File: config.mk
export PLATFORM = sky130hd
export DESIGN_NAME = alu_seq
export DESIGN_NICKNAME = d
export VERILOG_FILES = /design/src/rtl/alu_seq.sv
export SDC_FILE = /design/constraint.sdc
export NUM_CORES = 1
export LEC_CHECK = 0
export BUFFER_PORTS_ARGS = -buffer_cell sky130_fd_sc_hd__buf_2
export CAP_MARGIN = 25
export CORE_MARGIN = 4
export CORE_UTILIZATION = 60
export DETAILED_ROUTE_END_ITERATION = 8
export PLACE_DENSITY = 0.79
export SLEW_MARGIN = 20
export SYNTH_ARGS = -nofsm -noshare
export SYNTH_HDL_FRONTEND = slang
export SYNTH_SLANG_ARGS = --single-unit
File: constraint.sdc
create_clock -name clk -period 3.24 [get_ports clk]
set_input_delay 0.486 -clock clk [delete_from_list [all_inputs] [get_ports clk]]
set_output_delay 0.486 -clock clk [all_outputs]
set_load 0.1 [all_outputs]
File: src/rtl/alu_seq.sv
// alu_seq: sequential ALU with start/busy/done handshake.
// Single-cycle add/sub/logic, multi-cycle shift-add multiply and restoring divide.
module alu_seq #(
    parameter int WIDTH = 6
) (
    input  logic               clk,
    input  logic               rst,
    input  logic               start,
    input  logic [WIDTH-1:0]   a,
    input  logic [WIDTH-1:0]   b,
    input  logic [2:0]         func,
    output logic               busy,
    output logic               done,
    output logic [2*WIDTH-1:0] out,
    output logic               err
);

    localparam int CW = (WIDTH > 2) ? $clog2(WIDTH) : 1;

    localparam logic [0:0] IDLE = 1'b0;
    localparam logic [0:0] RUN  = 1'b1;

    localparam logic [2:0] OP_ADD = 3'b000;
    localparam logic [2:0] OP_SUB = 3'b001;
    localparam logic [2:0] OP_MUL = 3'b010;
    localparam logic [2:0] OP_DIV = 3'b011;
    localparam logic [2:0] OP_AND = 3'b100;
    localparam logic [2:0] OP_OR  = 3'b101;
    localparam logic [2:0] OP_XOR = 3'b110;
    localparam logic [2:0] OP_ILL = 3'b111;

    localparam logic [CW-1:0] LAST = CW'(WIDTH - 1);

    logic [0:0]         state;
    logic [CW-1:0]      cnt;
    logic               is_div;
    logic [2*WIDTH-1:0] mcand;
    logic [WIDTH-1:0]   mplier;
    logic [2*WIDTH-1:0] acc;
    logic [WIDTH-1:0]   rem;
    logic [WIDTH-1:0]   quo;
    logic [WIDTH-1:0]   dvsr;

    logic [WIDTH-1:0]   sum;
    logic [WIDTH-1:0]   diff;
    logic [2*WIDTH-1:0] sc_out;
    logic               sc_err;
    logic               launch;

    logic [2*WIDTH-1:0] mul_acc_n;
    logic [WIDTH:0]     div_trial;
    logic               div_ge;
    logic [WIDTH-1:0]   div_rem_n;
    logic [WIDTH-1:0]   div_quo_n;

    assign busy = (state == RUN);

    // Result of the ops that finish in the accepting cycle.
    always_comb begin
        sum    = a + b;
        diff   = a - b;
        sc_out = '0;
        sc_err = 1'b0;
        unique case (func)
            OP_ADD: begin
                sc_out = {{WIDTH{sum[WIDTH-1]}}, sum};
                sc_err = (a[WIDTH-1] == b[WIDTH-1]) &&
                         (sum[WIDTH-1] != a[WIDTH-1]);
            end
            OP_SUB: begin
                sc_out = {{WIDTH{diff[WIDTH-1]}}, diff};
                sc_err = (a[WIDTH-1] != b[WIDTH-1]) &&
                         (diff[WIDTH-1] != a[WIDTH-1]);
            end
            OP_MUL: begin
                sc_out = '0;
                sc_err = 1'b0;
            end
            OP_DIV: begin
                sc_out = '1;
                sc_err = 1'b1;
            end
            OP_AND: sc_out = {{WIDTH{1'b0}}, a & b};
            OP_OR:  sc_out = {{WIDTH{1'b0}}, a | b};
            OP_XOR: sc_out = {{WIDTH{1'b0}}, a ^ b};
            OP_ILL: begin
                sc_out = '0;
                sc_err = 1'b1;
            end
            default: begin
                sc_out = '0;
                sc_err = 1'b1;
            end
        endcase
        launch = (func == OP_MUL) ||
                 ((func == OP_DIV) && (b != '0));
    end

    // One multiply / divide iteration from the current registers.
    always_comb begin
        mul_acc_n = acc + (mplier[0] ? mcand : '0);
        div_trial = {rem, quo[WIDTH-1]};
        div_ge    = (div_trial >= {1'b0, dvsr});
        div_rem_n = div_ge ? WIDTH'(div_trial - {1'b0, dvsr})
                           : div_trial[WIDTH-1:0];
        div_quo_n = {quo[WIDTH-2:0], div_ge};
    end

    // Handshake FSM, iteration datapath and result registers.
    always_ff @(posedge clk or posedge rst) begin
        if (rst) begin
            state  <= IDLE;
            cnt    <= '0;
            is_div <= 1'b0;
            mcand  <= '0;
            mplier <= '0;
            acc    <= '0;
            rem    <= '0;
            quo    <= '0;
            dvsr   <= '0;
            done   <= 1'b0;
            out    <= '0;
            err    <= 1'b0;
        end else begin
            done <= 1'b0;
            unique case (state)
                IDLE: begin
                    if (start) begin
                        if (launch) begin
                            state  <= RUN;
                            cnt    <= '0;
                            is_div <= (func == OP_DIV);
                            mcand  <= {{WIDTH{1'b0}}, a};
                            mplier <= b;
                            acc    <= '0;
                            rem    <= '0;
                            quo    <= a;
                            dvsr   <= b;
                        end else begin
                            out  <= sc_out;
                            err  <= sc_err;
                            done <= 1'b1;
                        end
                    end
                end
                RUN: begin
                    cnt    <= cnt + 1'b1;
                    acc    <= mul_acc_n;
                    mcand  <= mcand << 1;
                    mplier <= mplier >> 1;
                    rem    <= div_rem_n;
                    quo    <= div_quo_n;
                    if (cnt == LAST) begin
                        state <= IDLE;
                        cnt   <= '0;
                        out   <= is_div ? {div_rem_n, div_quo_n}
                                        : mul_acc_n;
                        err   <= 1'b0;
                        done  <= 1'b1;
                    end
                end
                default: state <= IDLE;
            endcase
        end
    end

endmodule

==> metrics <==
detailed-route via count=4,323; NumNets Final=641; Post-Route WL=12,300 um; CORE AREA=0.00773 sq mm; RSZ-0062 raised after global routing=false; GPL Wtd Cong=roughly 0.93; pin count of the biggest net entering global routing=72; Initial DRC Count=336; first-pass GRT wire length=20,900 um; Max-slew headroom=0.544; I/O Buffers=32; peak supply drop=0.000695 V; Layout fillers=663; final hold viol count=0; Yosys warnings=0; Worst EP arrival=2.78 ns; CTS sink count=67; final core utilization=0.669; Multi-input gate area=0.00281 sq mm; hold crit path type=in -> async; Critical Path Fanout Max=14; synth top area cells=dfrtp_1, ha_1, o21ai_0, nand2_1, a21oi_1; startpoint types=flop; Async SR Flop Fraction=1.00; vias per std cell=6.25; GRT Total Usage=0.271; # resized after CTS=0; HPWL Detailed=between 9000 and 10,000 um; Setup-failing EPs final=0; Cells after Synth=562; Root Buffer=clkbuf_8; GR Overflow Total=0; syn_nets=around 620; 1st-pass router iterations=7; R2R setup slack=0.67 ns; Pwr Total=4.99 mW; P&R area growth vs syn=8.91%; static leakage=2.42 nW; number of flops mapped to enable cells by yosys=0; syn avg cell area=8.44 sq um; die area=0.00940 sq mm; drt wl/cell=17.8 um; clk_lat worst skew=0.35 ns; ratio of cells with drive above 1 in the final layout=0.131; Power Density=approximately 960 mW/mm^2; worst slew pin tran=0.683 ns; initial antenna violation count=0; Final min period=2.57 ns; register area=between 0.0015 and 0.002 sq mm; status=complete, no violations; vias in the first global route=4,222; sequential area share after synthesis=0.353; commonest non-fill, non-tap cell in the layout=nand2_1; period utilization=0.793; CTS tree=yes; CTS Hold Buffers Added=0; Peak Freq=0.389 GHz; Pins Over Slew Limit=0; Starting Density=0.614; Cell variety after synth=69; Die H=96.9 um; H-tree levels=3; Final TNS setup=0 ns; non-filler cells in the finished layout=692; Reg clk slew, reported paths=roughly 0.070 ns; post-route ant nets=0; top-level I/O count=33; max-cap violations=0; Worst Skew=0.0127 ns; leading area contributor after synthesis=dfrtp_1; die width=96.9 um; Post-route DRC=0; Mapped Area=0.00475 sq mm; clock buffer depth=2; most frequent cells in the layout=nand2_1, dfrtp_1, o21ai_0; Site Rows=32; Antenna Cells=0; Yosys top cell area share=0.353; Synth Register Bits=67; Primary FF master, synth=dfrtp_1; placed cells=676; postcts setup bufs=0; kind of critical path=reg -> reg; CTS Buf Count=9; Worst EP required=3.45 ns; CP Capture Type=flop
layout make-up:
| cell class | count | area share |
|---|---|---|
| sequential | 67 | 0.325 |
| tap | 102 | 0.0247 |
| timing repair buffer | 42 | 0.0455 |
| clock inverter | 5 | 0.0104 |
| clock buffer | 11 | 0.0254 |
| inverter | 35 | 0.0254 |
| multi-input combinational | 430 | 0.544 |
synthesized netlist by cell type, types with 3 or more instances:
cell       count
inv_1         31
nand2_1       70
o21bai_1       3
and2_1        13
a22o_1         4
nand2b_1       4
nand4_1        3
o2111ai_1      3
o21ai_1        7
o31ai_1        4
nand3_1       12
o211ai_1       8
o21ai_0       59
a21o_1        11
a211oi_1       5
a31oi_1        9
and3_1         4
xor2_1         6
xnor2_1        4
buf_2         10
or3_1          7
nor2_1        42
clkbuf_1      19
mux2_2         3
mux2i_1       12
nor2b_1        6
nor3_1         7
ha_1          34
dfrtp_1       67
o21a_1         5
a21oi_1       35
fa_1           4
o22ai_1        5
metrics by stage:
| step | worst slack (ns) | instance area, sq um | hold WS (ns) |
|---|---|---|---|
| 2_1_floorplan | 0.834 | 4750 | 0.450 |
| 4_1_cts | 0.670 | 5170 | 0.234 |
| 5_1_grt | 0.468 | 5170 | 0.272 |
| 3_3_place_gp | 0.654 | 4980 | 0.472 |
| 6_report | 0.670 | 5170 | 0.218 |
| 3_5_place_dp | 0.585 | 4980 | 0.484 |
per-layer routing:
layer / GRT usage / wire [um]
met3: 0.0483 / 916
met5: 0 / 0
met1: 0.379 / 5240
met2: 0.428 / 5800
met4: 0.0907 / 344
state kept, by name, summed over array words and instances (netlist names):
register / count
quo: 6
mcand: 12
done: 1
is_div: 1
mplier: 6
cnt: 3
busy: 1
out: 12
err: 1
acc: 12
dvsr: 6
rem: 6
power breakdown:
| part | leakage (nW) | internal (mW) | switching, mW |
|---|---|---|---|
| clock | 0.0971 | 0.353 | 0.327 |
| sequential | 0.840 | 1.20 | 0.297 |
| combinational | 1.48 | 0.885 | 1.93 |
| total | 2.42 | 2.44 | 2.55 |
cell families after synthesis:
| kind of cell | synth area share |
|---|---|
| compound gates | 0.251 |
| xor+xnor | 0.0185 |
| fa+ha+maj | 0.107 |
| buf+inv | 0.0543 |
| flops | 0.353 |
| mux | 0.0324 |
| simple gates | 0.184 |
critical path, stage by stage, from the launching register on:
cell and delay (ns):
dfrtp_1 0.51, and2_1 0.22, ha_1 0.43, nand3_1 0.14, or3_1 0.37, o211ai_2 0.14
or3b_1 0.40, nor2_1 0.11, o32ai_1 0.11
final timing paths:
path                                        from                    to  cells past startpoint
setup reg to reg           mplier[0]$_DFFE_PP0P_   out[11]$_DFFE_PP0P_                      8
setup / recovery           mplier[0]$_DFFE_PP0P_   out[11]$_DFFE_PP0P_                      8
min in group clk                            b[3]   dvsr[3]$_DFFE_PP0P_                      3
max in group asynchronous                    rst    quo[1]$_DFFE_PP0P_                      3
hold / removal                               rst   out[11]$_DFFE_PP0P_                      2
hold reg to reg             mcand[5]$_DFFE_PP0P_  mcand[6]$_DFFE_PP0P_                      2
Power figures use the tool's default switching activity.
